## config.mk

```make
export PLATFORM = sky130hd
export DESIGN_NAME = muldiv_sequencer
export DESIGN_NICKNAME = d
export VERILOG_FILES = /design/src/rtl/muldiv_pkg.sv /design/src/rtl/muldiv_iter_core.sv /design/src/rtl/muldiv_sequencer.sv
export SDC_FILE = /design/constraint.sdc
export NUM_CORES = 1
export LEC_CHECK = 0
export CORE_AREA = 2 2 197 199
export CTS_BUF_LIST = sky130_fd_sc_hd__clkbuf_4 sky130_fd_sc_hd__clkbuf_8
export CTS_CLUSTER_SIZE = 24
export DETAILED_ROUTE_END_ITERATION = 16
export DIE_AREA = 0 0 199 201
export GPL_TIMING_DRIVEN = 0
export HOLD_SLACK_MARGIN = 0.06
export SYNTH_ARGS = -nofsm -noshare
export SYNTH_HDL_FRONTEND = slang
export SYNTH_SLANG_ARGS = --single-unit
```

## constraint.sdc

```tcl
create_clock -name i_clk -period 5.75 [get_ports i_clk]
set_input_delay 1.15 -clock i_clk [delete_from_list [all_inputs] [get_ports i_clk]]
set_output_delay 1.15 -clock i_clk [all_outputs]
set_load 0.01 [all_outputs]
```

## src/rtl/muldiv_pkg.sv

```systemverilog
// -----------------------------------------------------------------------------
// muldiv_pkg
// Shared types for the RV32M multiply/divide sequencer.
//   muldiv_op_e    : the eight M-extension Funct3 encodings
//   muldiv_state_e : sequencer FSM states
//   MULDIV_FUNCT7  : Funct7 value that routes an R-type op to this block
//   op_is_div      : true for DIV/DIVU/REM/REMU
// -----------------------------------------------------------------------------
package muldiv_pkg;

    typedef enum logic [2:0] {
        OP_MUL    = 3'b000,
        OP_MULH   = 3'b001,
        OP_MULHSU = 3'b010,
        OP_MULHU  = 3'b011,
        OP_DIV    = 3'b100,
        OP_DIVU   = 3'b101,
        OP_REM    = 3'b110,
        OP_REMU   = 3'b111
    } muldiv_op_e;

    typedef enum logic [1:0] {
        IDLE = 2'd0,
        RUN  = 2'd1,
        FIX  = 2'd2,
        DONE = 2'd3
    } muldiv_state_e;

    localparam logic [6:0] MULDIV_FUNCT7 = 7'b0000001;

    // Funct3[2] separates the divide family from the multiply family.
    function automatic logic op_is_div(input muldiv_op_e op);
        return op[2];
    endfunction

endpackage

```

## src/rtl/muldiv_iter_core.sv

```systemverilog
// -----------------------------------------------------------------------------
// muldiv_iter_core
// One combinational iteration step shared by multiply and divide.
//   i_is_div : 0 = shift-add multiply step, 1 = restoring divide step
//   i_hi     : multiply: product high half  / divide: partial remainder
//   i_lo     : multiply: product low half (multiplier shifts out of bit 0)
//              divide  : dividend shifting out of the MSB, quotient in at LSB
//   i_opnd   : multiplicand magnitude / divisor magnitude
//   o_hi/o_lo: next values of i_hi/i_lo
// -----------------------------------------------------------------------------
module muldiv_iter_core #(
    parameter int WIDTH = 32
) (
    input  logic             i_is_div,
    input  logic [WIDTH-1:0] i_hi,
    input  logic [WIDTH-1:0] i_lo,
    input  logic [WIDTH-1:0] i_opnd,
    output logic [WIDTH-1:0] o_hi,
    output logic [WIDTH-1:0] o_lo
);

    logic [WIDTH:0]   w_sum;
    logic [WIDTH:0]   w_shift;
    logic             w_ge;

    // Multiply: add the multiplicand when the current multiplier bit is set,
    // keeping the carry so the {carry,hi,lo} >> 1 never loses a bit.
    assign w_sum = {1'b0, i_hi} + {1'b0, (i_lo[0] ? i_opnd : '0)};

    // Divide: remainder shifted left with the next dividend bit; it can be
    // WIDTH+1 bits wide when the divisor is large, so compare at that width.
    assign w_shift = {i_hi, i_lo[WIDTH-1]};
    assign w_ge    = (w_shift >= {1'b0, i_opnd});

    always_comb begin
        o_hi = '0;
        o_lo = '0;
        if (i_is_div) begin
            if (w_ge) begin
                // Difference is below the divisor, so WIDTH bits suffice.
                o_hi = w_shift[WIDTH-1:0] - i_opnd;
                o_lo = {i_lo[WIDTH-2:0], 1'b1};
            end else begin
                o_hi = w_shift[WIDTH-1:0];
                o_lo = {i_lo[WIDTH-2:0], 1'b0};
            end
        end else begin
            o_hi = w_sum[WIDTH:1];
            o_lo = {w_sum[0], i_lo[WIDTH-1:1]};
        end
    end

endmodule

```

## src/rtl/muldiv_sequencer.sv

```systemverilog
// -----------------------------------------------------------------------------
// muldiv_sequencer
// Iterative RV32M sequencer for the EX stage: WIDTH-cycle shift-add multiply
// or restoring divide on operand magnitudes, followed by a sign-fix cycle.
// Divide-by-zero and signed overflow finish one cycle after accept.
//   i_clk, i_reset : clock, synchronous active-high reset
//   i_start        : M-op request, sampled in IDLE only
//   i_funct3       : op select, i_op_a/i_op_b : rs1/rs2 values
//   i_flush        : abort whatever is in flight
//   o_stall        : freeze PC, IF/ID and ID/EX
//   o_done         : one-cycle result strobe, o_result valid while high
//   o_result       : result, holds between strobes
// -----------------------------------------------------------------------------
module muldiv_sequencer
    import muldiv_pkg::*;
#(
    parameter int WIDTH = 32
) (
    input  logic             i_clk,
    input  logic             i_reset,
    input  logic             i_start,
    input  logic [2:0]       i_funct3,
    input  logic [WIDTH-1:0] i_op_a,
    input  logic [WIDTH-1:0] i_op_b,
    input  logic             i_flush,
    output logic             o_stall,
    output logic             o_done,
    output logic [WIDTH-1:0] o_result
);

    localparam int               CNT_W   = $clog2(WIDTH) + 1;
    localparam logic [WIDTH-1:0] MIN_NEG = {1'b1, {(WIDTH-1){1'b0}}};

    muldiv_state_e     r_state;
    muldiv_op_e        r_op;
    logic [CNT_W-1:0]  r_count;
    logic [WIDTH-1:0]  r_hi;
    logic [WIDTH-1:0]  r_lo;
    logic [WIDTH-1:0]  r_opnd;
    logic              r_neg_q;   // product / quotient negate
    logic              r_neg_r;   // remainder negate (dividend sign)
    logic              r_done;
    logic [WIDTH-1:0]  r_result;

    muldiv_op_e        w_op;
    logic              w_is_div;
    logic              w_sa;
    logic              w_sb;
    logic [WIDTH-1:0]  w_abs_a;
    logic [WIDTH-1:0]  w_abs_b;
    logic              w_div0;
    logic              w_ovf;
    logic              w_fast;
    logic [WIDTH-1:0]  w_fast_res;
    logic [WIDTH-1:0]  w_hi_nxt;
    logic [WIDTH-1:0]  w_lo_nxt;
    logic [2*WIDTH-1:0] w_prod;
    logic [2*WIDTH-1:0] w_prod_s;
    logic [WIDTH-1:0]  w_quo_s;
    logic [WIDTH-1:0]  w_rem_s;
    logic [WIDTH-1:0]  w_fix_res;

    // ---------------- accept-time decode ----------------
    assign w_op     = muldiv_op_e'(i_funct3);
    assign w_is_div = op_is_div(w_op);

    // op_a is signed for MULH, MULHSU, DIV, REM; op_b for MULH, DIV, REM.
    assign w_sa = i_op_a[WIDTH-1] &
                  ((w_op == OP_MULH) | (w_op == OP_MULHSU) | (w_op == OP_DIV) | (w_op == OP_REM));
    assign w_sb = i_op_b[WIDTH-1] &
                  ((w_op == OP_MULH) | (w_op == OP_DIV) | (w_op == OP_REM));

    // Most-negative input wraps to itself, which is its correct unsigned magnitude.
    assign w_abs_a = w_sa ? -i_op_a : i_op_a;
    assign w_abs_b = w_sb ? -i_op_b : i_op_b;

    assign w_div0 = w_is_div & (i_op_b == '0);
    assign w_ovf  = ((w_op == OP_DIV) | (w_op == OP_REM)) & (i_op_a == MIN_NEG) & (i_op_b == '1);
    assign w_fast = w_div0 | w_ovf;

    // Funct3[1] picks REM/REMU over DIV/DIVU.
    assign w_fast_res = w_div0 ? (i_funct3[1] ? i_op_a : '1)
                               : (i_funct3[1] ? '0     : i_op_a);

    // ---------------- iteration datapath ----------------
    muldiv_iter_core #(.WIDTH(WIDTH)) u_core (
        .i_is_div (op_is_div(r_op)),
        .i_hi     (r_hi),
        .i_lo     (r_lo),
        .i_opnd   (r_opnd),
        .o_hi     (w_hi_nxt),
        .o_lo     (w_lo_nxt)
    );

    // ---------------- sign fix / result select ----------------
    assign w_prod   = {r_hi, r_lo};
    assign w_prod_s = r_neg_q ? -w_prod : w_prod;
    assign w_quo_s  = r_neg_q ? -r_lo   : r_lo;
    assign w_rem_s  = r_neg_r ? -r_hi   : r_hi;

    always_comb begin
        w_fix_res = '0;
        case (r_op)
            OP_MUL:                       w_fix_res = w_prod_s[WIDTH-1:0];
            OP_MULH, OP_MULHSU, OP_MULHU: w_fix_res = w_prod_s[2*WIDTH-1:WIDTH];
            OP_DIV, OP_DIVU:              w_fix_res = w_quo_s;
            default:                      w_fix_res = w_rem_s;
        endcase
    end

    // ---------------- FSM ----------------
    always_ff @(posedge i_clk) begin
        if (i_reset) begin
            r_state  <= IDLE;
            r_op     <= OP_MUL;
            r_count  <= '0;
            r_hi     <= '0;
            r_lo     <= '0;
            r_opnd   <= '0;
            r_neg_q  <= 1'b0;
            r_neg_r  <= 1'b0;
            r_done   <= 1'b0;
            r_result <= '0;
        end else if (i_flush) begin
            // Abort: no strobe, result keeps its previous value.
            r_state <= IDLE;
            r_done  <= 1'b0;
        end else begin
            case (r_state)
                IDLE: begin
                    r_done <= 1'b0;
                    if (i_start) begin
                        r_op    <= w_op;
                        r_count <= '0;
                        r_hi    <= '0;
                        // Multiply: multiplier in lo, multiplicand added.
                        // Divide: dividend in lo, divisor subtracted.
                        r_lo    <= w_is_div ? w_abs_a : w_abs_b;
                        r_opnd  <= w_is_div ? w_abs_b : w_abs_a;
                        r_neg_q <= w_sa ^ w_sb;
                        r_neg_r <= w_sa;
                        if (w_fast) begin
                            r_result <= w_fast_res;
                            r_done   <= 1'b1;
                            r_state  <= DONE;
                        end else begin
                            r_state  <= RUN;
                        end
                    end
                end
                RUN: begin
                    r_hi    <= w_hi_nxt;
                    r_lo    <= w_lo_nxt;
                    r_count <= r_count + CNT_W'(1);
                    if (r_count == CNT_W'(WIDTH - 1))
                        r_state <= FIX;
                end
                FIX: begin
                    r_result <= w_fix_res;
                    r_done   <= 1'b1;
                    r_state  <= DONE;
                end
                default: begin
                    r_done  <= 1'b0;
                    r_state <= IDLE;
                end
            endcase
        end
    end

    assign o_stall  = ((r_state == IDLE) & i_start & ~i_flush) | (r_state == RUN) | (r_state == FIX);
    assign o_done   = r_done;
    assign o_result = r_result;

endmodule

```

# == Yosys cells after proc, flatten, opt, wreduce, memory -nomap -nowiden ==
# Index checks and enable logic that the tools add are counted.
# op_classes
n_bitwise,18
n_addsub,8
eq_ne,17
n_reduce_logical,12
muxes,32
magnitude_cmp,1
# op_table
cell,n
2-to-1 mux 32 bit,17
one-hot mux 32 bit (2 select lines),3
negator 32 bit,4
one-hot mux 32 bit (3 select lines),1
equality test 32 bit (second input constant),2
2-to-1 mux 64 bit,1
negator 64 bit,1
adder 32 x 32 -> 33 bit,1
>= comparator 33 x 32 -> 1 bit,1
zero test 32 bit,1
subtractor 32 bit,1
equality test 3 bit (second input constant),4
one-hot mux 6 bit (2 select lines),1
equality test 3 x 2 -> 1 bit (second input constant),3
bitwise OR 1 bit,9
AND 1 bit,7
adder 6 x 1 -> 6 bit (second input constant),1
equality test 3 x 1 -> 1 bit (second input constant),2
equality test 6 x 5 -> 1 bit (second input constant),1
2-to-1 mux 2 bit,3
2-to-1 mux 6 bit,1
!= test 2 bit (second input constant),3
one-hot mux 2 bit (3 select lines),1
AND reduction 3 bit,2
13 further kinds,17
# word_totals
regBits,142
out_inout_bits,34
elab_cells,98

# == Logic depth before layout (Yosys ltp) ==
# Gate-level depths: netlist (run 1).
# logic_depth
depth_word,9
depth_mapped,15
ltp_nobuf,14

# == By module ==
# A second synthesis (run 1) with hierarchy kept.
# hier_totals
hier_cells,2191
hier_area_um2,15947.8
# by_module_without_submodules
mod,area_per_inst_um2,cells_per_inst,n_inst
muldiv_sequencer,11031.8,1485,1
muldiv_iter_core,4916.0,706,1

# == Least setup slack after synthesis (run 1) ==
# Ideal clock, no wire load.
# synth_timing
path_type,input-to-reg
start,input port i_op_b[0]
end,"register r_result[3], in the netlist o_result[3]"
path_slack_ns,1.628
required_time_ns,5.675
cell_stages,11
arrival_time_ns,4.048
cell_sequence,inv_1 -> ha_1 -> or4b_2 -> nor4bb_1 -> and4bb_2 -> and4b_1 -> buf_2 -> clkbuf_1 -> o21ai_0 -> a221o_1 -> o22ai_1
# synth_between
elab_chain_cells,6
elab_cells_between_ends,11
cone_classes,eq/ne (2); mux (4); bitwise (3); reduce/logical (2)
# synth_lines
element,line,rtl
from (decl),muldiv_sequencer.sv:24,"input logic [WIDTH-1:0] i_op_b,"
zero test 32 bit,muldiv_sequencer.sv:77,assign w_div0 = w_is_div & (i_op_b == '0);
AND 1 bit,muldiv_sequencer.sv:77,
2-to-1 mux 32 bit,muldiv_sequencer.sv:82,assign w_fast_res = w_div0 ? (i_funct3[1] ? i_op_a : '1)
2-to-1 mux 32 bit,muldiv_sequencer.sv:142,if (w_fast) begin
2-to-1 mux 32 bit,muldiv_sequencer.sv:132,if (i_start) begin
one-hot mux 32 bit (2 select lines),muldiv_sequencer.sv:129,case (r_state)
to (signal assigned),muldiv_sequencer.sv:143,r_result <= w_fast_res;
to (signal assigned),muldiv_sequencer.sv:159,r_result <= w_fix_res;
to (decl),muldiv_sequencer.sv:43,logic [WIDTH-1:0] r_result;
# Parallel ways exist; a longest one is shown, timed or not. The select of a mux whose other input is x is not followed.
# A chain may end at the register's enable or synchronous reset.

# == Worst setup path in the final report (run 1) ==
# layout_timing
start,input port i_op_b[0]
end,"register r_result[16], in the netlist o_result[16]"
# Same word-level chain as after synthesis.

==> results of run 1 <==
==> layer usage <==
metal	GRT usage, %	vias up	share of wire, %
li1	-	8012	-
met1	46.5	8156	43
met2	51.4	931	43
met5	0	-	0.025
met4	17.1	2	5.5
met3	5.19	161	9.1
==> worst max-delay path by stage <==
stage | end | depth (start not counted)
after floorplan | o_result[3] | 11
after global placement | o_result[9] | 14
after detailed placement | o_result[20] | 14
after CTS | o_result[16] | 13
after global routing | o_result[29] | 14
final | o_result[16] | 13
==> placed cells by master (no fill, tap or decap), types with 62 or more instances in the layout <==
cell and count:
a21oi_1 222, nor2_1 247, clkdlybuf4s50_1 96, nand2_1 216
nor3_1 68, xor2_1 75, dfxtp_1 142, ha_1 74
o21ai_0 181, mux2i_1 62, inv_1 69, clkbuf_1 129
a211oi_1 68, xnor2_1 93
==> sequential cells by signal, summed over array words and instances, names as in the netlist, 2 cells and up <==
name,cells
r_hi,32
o_result,32
r_opnd,32
r_op,3
r_state,2
r_lo,32
r_count,6
==> cell families after synthesis <==
logic type      after synthesis
buf+inv                     227
xor+xnor                    168
flops                       142
fa+ha+maj                    76
simple gates                735
compound gates              710
mux                          87
==> cell type report <==
type                    count  area [µm²]  share of cell area (%)
multi-input cells        1776       11200                    66.1
flip-flops and latches    142        2840                    16.8
repair buffers             97         968                    5.71
well taps                 518         648                    3.82
plain buffers             155         609                    3.59
inverters                  72         270                    1.59
clock buffers              17         234                    1.38
clock inverters            15         176                    1.04
diodes                      2        5.00                  0.0295
==> per-stage QoR <==
step                setup slack, ns  util [%]  setup TNS [ns]  power (mW)
finish                        0.418      44.5               0        3.08
global route                  0.142      44.5               0        3.20
CTS                           0.484      44.5               0        3.05
detailed placement          -0.0266      43.4         -0.0816        2.18
global placement           -0.00969      43.4         -0.0228        2.17
floorplan                      1.63         -               0        1.77
==> tightest hold or removal path: stages (launching register included) <==
cell and delay [ns]:
dfxtp_1 0.31, nand2_1 0.05, a21oi_1 0.05
==> Yosys cell counts, drive strengths merged (24+ instances only) <==
master  number  area (µm²)
mux2i       62         621
nor3        68         340
a211oi      69         523
a31oi       28         175
nor2       248         933
a21oi      222        1110
inv         69         259
nand2      217         817
xnor2       93         815
buf         24         115
dfxtp      142        2840
ha          74         926
nand3       31         155
o21ai      181         906
a21o        44         330
mux2        25         282
o31ai       28         210
nor4        24         150
xor2        75         657
clkbuf     131         494
==> where the power goes <==
part	leakage (nW)	internal [mW]	switching [mW]
sequential	1.15	1.02	0.0556
combinational	5.01	0.387	0.727
clock	0.201	0.401	0.483
==> results.yml, run 1 <==
detailed_routing:
  initialDrtViolationCount: 2069
  first_pass_iters: 8
  wl_per_cell_um: 24.5
  final_antenna_net_count: 0
  finalWirelength_um: 68400
  vias: 17300
  avgViaCountPerCell: 6.18
  route.detailed.drc: 0
grt:
  grt_overflow: 0
  grt_max_degree: 17
  grt_pass1_wl_um: 101000
  grt_pass1_vias: 15900
  track_usage_pct: 33.9
  grt_antenna_before_repair: 2
yosys:
  synthesis.area_mm2: 0.0149
  synthMuxAreaShare_pct: 6.05
  synthCells: 2145
  syn-num-nets: 2292
  synth-xor-area-share_pct: 9.86
  ys_warn_count: 0
  synth_top_family_by_area: "compound AO/OA/AOI/OAI gates"
  synthSimpleGateAreaFrac_pct: 23.0
  synth_top_flop_cell: "dfxtp_1"
  synth_compound_area_share_pct: 29.7
  synthArstFlopShare_pct: 0
  synth_cell_types: 83
  seq_area_frac_synth_pct: 19.0
  synthAdderAreaFrac_pct: 6.47
  synth.ff_latch_count: 142
  synth_edf_count: 0
  avgSynthCellArea_um2: 6.96
die:
  start_util_pct: 39.2
  die_y_um: 201
  dieArea_mm2: 0.0400
  die_w_um: 199
  num_rows: 72
  io_pins: 105
  core_mm2: 0.0381
sta:
  fmax_mhz: 188
  finClkSkew_ns: 0.0213
  slew_violations: 0
  max_slew_margin_pct: 35.0
  hold_violations: 0
  hold_ws_ns: 0.457
  min_period_ns: 5.33
  period_share_pct: 92.7
  worstMarginPinSlew_ns: 0.966
  finalSetupViolCount: 0
  rsz0062_at_grt: "no"
clock_network:
  path_clk_slew_ns: 0.08
  clock-sinks: 142
  cts_buffer_depth: 2
  post_cts_resized: 0
  cts-root-buf: "clkbuf_8"
  hold_buffers: 0
  postCtsSetupBuffers: 0
  cts_tree: "built"
  clock_latency_ns: 0.50
  htreeDepth: 4
  cts_buffers: 17
placed_design:
  placed_cells: 2760
  gp_congestion: 1.01
  dpl.hpwl_um: 55400
  dpl-instance-area_mm2: 0.0165
  port_buffers: 96
worst_setup_path:
  cp.buffers_inverters: 3
  slowest_delay_ns: 0.69
  critPathLaunchType: "input port"
  crit_path_frequent_cell: "a21oi_1"
  crit_chain: "clkdlybuf4s50_1, inv_1, ha_1, or4b_2, nor4bb_1, and4bb_2, and4b_1, a31o_2, nand3_1, a21oi_1, buf_2, o311ai_0, a21oi_1"
  regToRegEndpoint: "o_result[14]"
  crit_arrival_ns: 5.74
  rr_worst_depth: 14
  reg2reg_slack_ns: 0.52
  r2r-start: "r_lo[0]"
  path_max_fanout: 10
  cp.required_ns: 6.16
  path_class: "input port to flop"
  cp-end-kind: "flop"
  crit_slowest_cell: "nor4bb_1"
  crit_family: "simple AND/OR/NAND/NOR gates"
  worst_setup_path_startpoint: "i_op_b[0]"
cells_and_area:
  area_delta_synth_final_pct: 13.6
  fillers: 3962
  fin_nets: 2408
  drive_above_1_share_pct: 4.40
  finalInstanceArea_mm2: 0.0170
  final_cells: 2794
min_path:
  hold_start: "o_result[19]"
  hp-class: "flop to flop"
  hold_path_end: "o_result[19]"
  holdPathStages: 2
pwr:
  leakage_nw: 6.37
  p_per_area_mw_per_mm2: 181
  max-vdd-ir-drop_mv: 0.141
job:
  cap_violations: 0
status:
  outcome: "finished clean"
(Power assumes the default switching activity.)
==> run 2, diff against run 1 <==
--- a/config.mk
+++ b/config.mk
@@ -12,6 +12,7 @@
 export DIE_AREA = 0 0 199 201
 export GPL_TIMING_DRIVEN = 0
 export HOLD_SLACK_MARGIN = 0.06
+export MAX_ROUTING_LAYER = met4
 export SYNTH_ARGS = -nofsm -noshare
 export SYNTH_HDL_FRONTEND = slang
 export SYNTH_SLANG_ARGS = --single-unit
==> results.yml, run 2 (synthesized netlist as in run 1, its figures left out) <==
grt:
  grt_max_degree: 17
  grt_antenna_before_repair: 2
  met2_usage_pct: 59.6
  use_met3_pct: 4.89
  grt_pass1_vias: 16000
  busiest_layer: "met2"
  track_usage_pct: 37.7
  grt_overflow: 0
  met1_usage_pct: 49.1
  grt_pass1_wl_um: 107000
worst_setup_path:
  reg2reg_slack_ns: 0.18
  cp.buffers_inverters: 4
  crit_chain: "inv_1, clkbuf_1, ha_1, or3b_2, or4_1, buf_2, or4_4, or2_2, clkbuf_1, o21ai_0, xor2_1, o21ai_0, o211ai_1, a21oi_1"
  cp.required_ns: 6.19
  path_max_fanout: 10
  rr_worst_depth: 14
  crit_arrival_ns: 6.01
  regToRegEndpoint: "o_result[14]"
  slowest_delay_ns: 0.72
  path_class: "flop to flop"
  cp-end-kind: "flop"
  critPathLaunchType: "flop"
  crit_family: "simple AND/OR/NAND/NOR gates"
  crit_slowest_cell: "o21ai_0"
  r2r-start: "r_lo[0]"
clock_network:
  cts-root-buf: "clkbuf_8"
  path_clk_slew_ns: 0.10
  clock-sinks: 142
  cts_tree: "built"
  cts_buffer_depth: 2
  cts_buffers: 17
  hold_buffers: 0
  clock_latency_ns: 0.52
  htreeDepth: 4
sta:
  finalSetupViolCount: 0
  finClkSkew_ns: 0.0196
  rsz0062_at_grt: "no"
  period_share_pct: 96.8
  slew_violations: 0
  worstMarginPinSlew_ns: 1.19
  fmax_mhz: 180
  hold_violations: 0
  max_slew_margin_pct: 20.2
  fin_ws_ns: 0.182
  min_period_ns: 5.57
cells_and_area:
  fin_nets: 2407
  post-route-util_pct: 44.4
  area_delta_synth_final_pct: 13.4
  fillers: 4091
  drive_above_1_share_pct: 4.36
  mostFrequentLayoutCells: "nor2_1 (247), a21oi_1 (222), nand2_1 (216)"
  final_common_cell: "nor2_1"
pwr:
  power_mw: 3.06
  leakage_nw: 6.35
  p_per_area_mw_per_mm2: 181
  max-vdd-ir-drop_mv: 0.176
die:
  num_rows: 72
  dieArea_mm2: 0.0400
  start_util_pct: 39.2
  core_mm2: 0.0381
  die_w_um: 199
  die_y_um: 201
  io_pins: 105
detailed_routing:
  final_antenna_net_count: 0
  avgViaCountPerCell: 6.19
  finalWirelength_um: 74200
  first_pass_iters: 8
  wl_per_cell_um: 26.6
  route.detailed.drc: 0
  initialDrtViolationCount: 1871
  vias: 17300
placed_design:
  post-place-ws_ns: -0.389
  dpl.hpwl_um: 60300
  gp_congestion: 0.987
  port_buffers: 96
min_path:
  hold_start: "r_opnd[15]"
  hold_path_end: "r_opnd[15]"
  holdPathStages: 2
  hp-class: "flop to flop"
job:
  cap_violations: 0
status:
  outcome: "finished clean"
run 2: layout make-up:
cell class / instances / area, µm² / share of cell area (%)
Inverter: 72 / 270 / 1.60
Clock inverter: 13 / 143 / 0.843
Buffer: 155 / 609 / 3.60
Tap cell: 518 / 648 / 3.83
Timing Repair Buffer: 96 / 961 / 5.68
Sequential cell: 142 / 2840 / 16.8
Antenna cell: 2 / 5.00 / 0.0296
Multi-Input combinational cell: 1776 / 11200 / 66.2
Clock buffer: 17 / 234 / 1.38
run 2: worst min-delay path, cell delays in order (launching register included):
cell and delay, ns:
dfxtp_1 0.32, nand2_1 0.05, a21oi_1 0.05
run 2: per-stage QoR:
| stage | hold WS, ns | cell area, µm² | TNS, ns | instances |
|---|---|---|---|---|
| final | 0.460 | 16900 | 0 | 2791 |
| after global routing | 0.476 | 16900 | 0 | 2791 |
| after CTS | 0.460 | 16900 | 0 | 2789 |
| after detailed placement | 0.445 | 16500 | -8.22 | 2759 |
| after global placement | 0.439 | 16500 | -8.34 | 2759 |
| after floorplan | 0.432 | 14900 | 0 | 2145 |
run 2: report_power, final:
group	leakage (nW)	internal [mW]	switching [mW]
Combinational	5.01	0.387	0.744
Sequential	1.15	1.02	0.0559
Clock	0.188	0.382	0.471
Total	6.35	1.79	1.27
run 2: worst max path at each step:
stage | startpoint | end | slack, ns | cells after the start
final | r_lo[0] | o_result[14] | 0.18 | 14
after global routing | r_lo[0] | o_result[14] | 0.03 | 14
after CTS | i_op_b[0] | o_result[10] | 0.12 | 14
after global placement | i_op_b[0] | o_result[9] | -0.38 | 14
after floorplan | i_op_b[0] | o_result[3] | 1.63 | 11
after detailed placement | i_op_b[0] | o_result[13] | -0.39 | 14
run 2: metal layers:
layer,share of wire (%),up-vias
li1,-,8022
met1,43,8314
met2,46,810
met3,7.3,129
met4,3.8,0
met5,0,-
run 2: repair_timing:
| action | in CTS | in global routing |
|---|---|---|
| setup endpoints to repair | 0 | 19 |
| setup buffers | 0 | 0 |
| resized for setup | 0 | 1 |
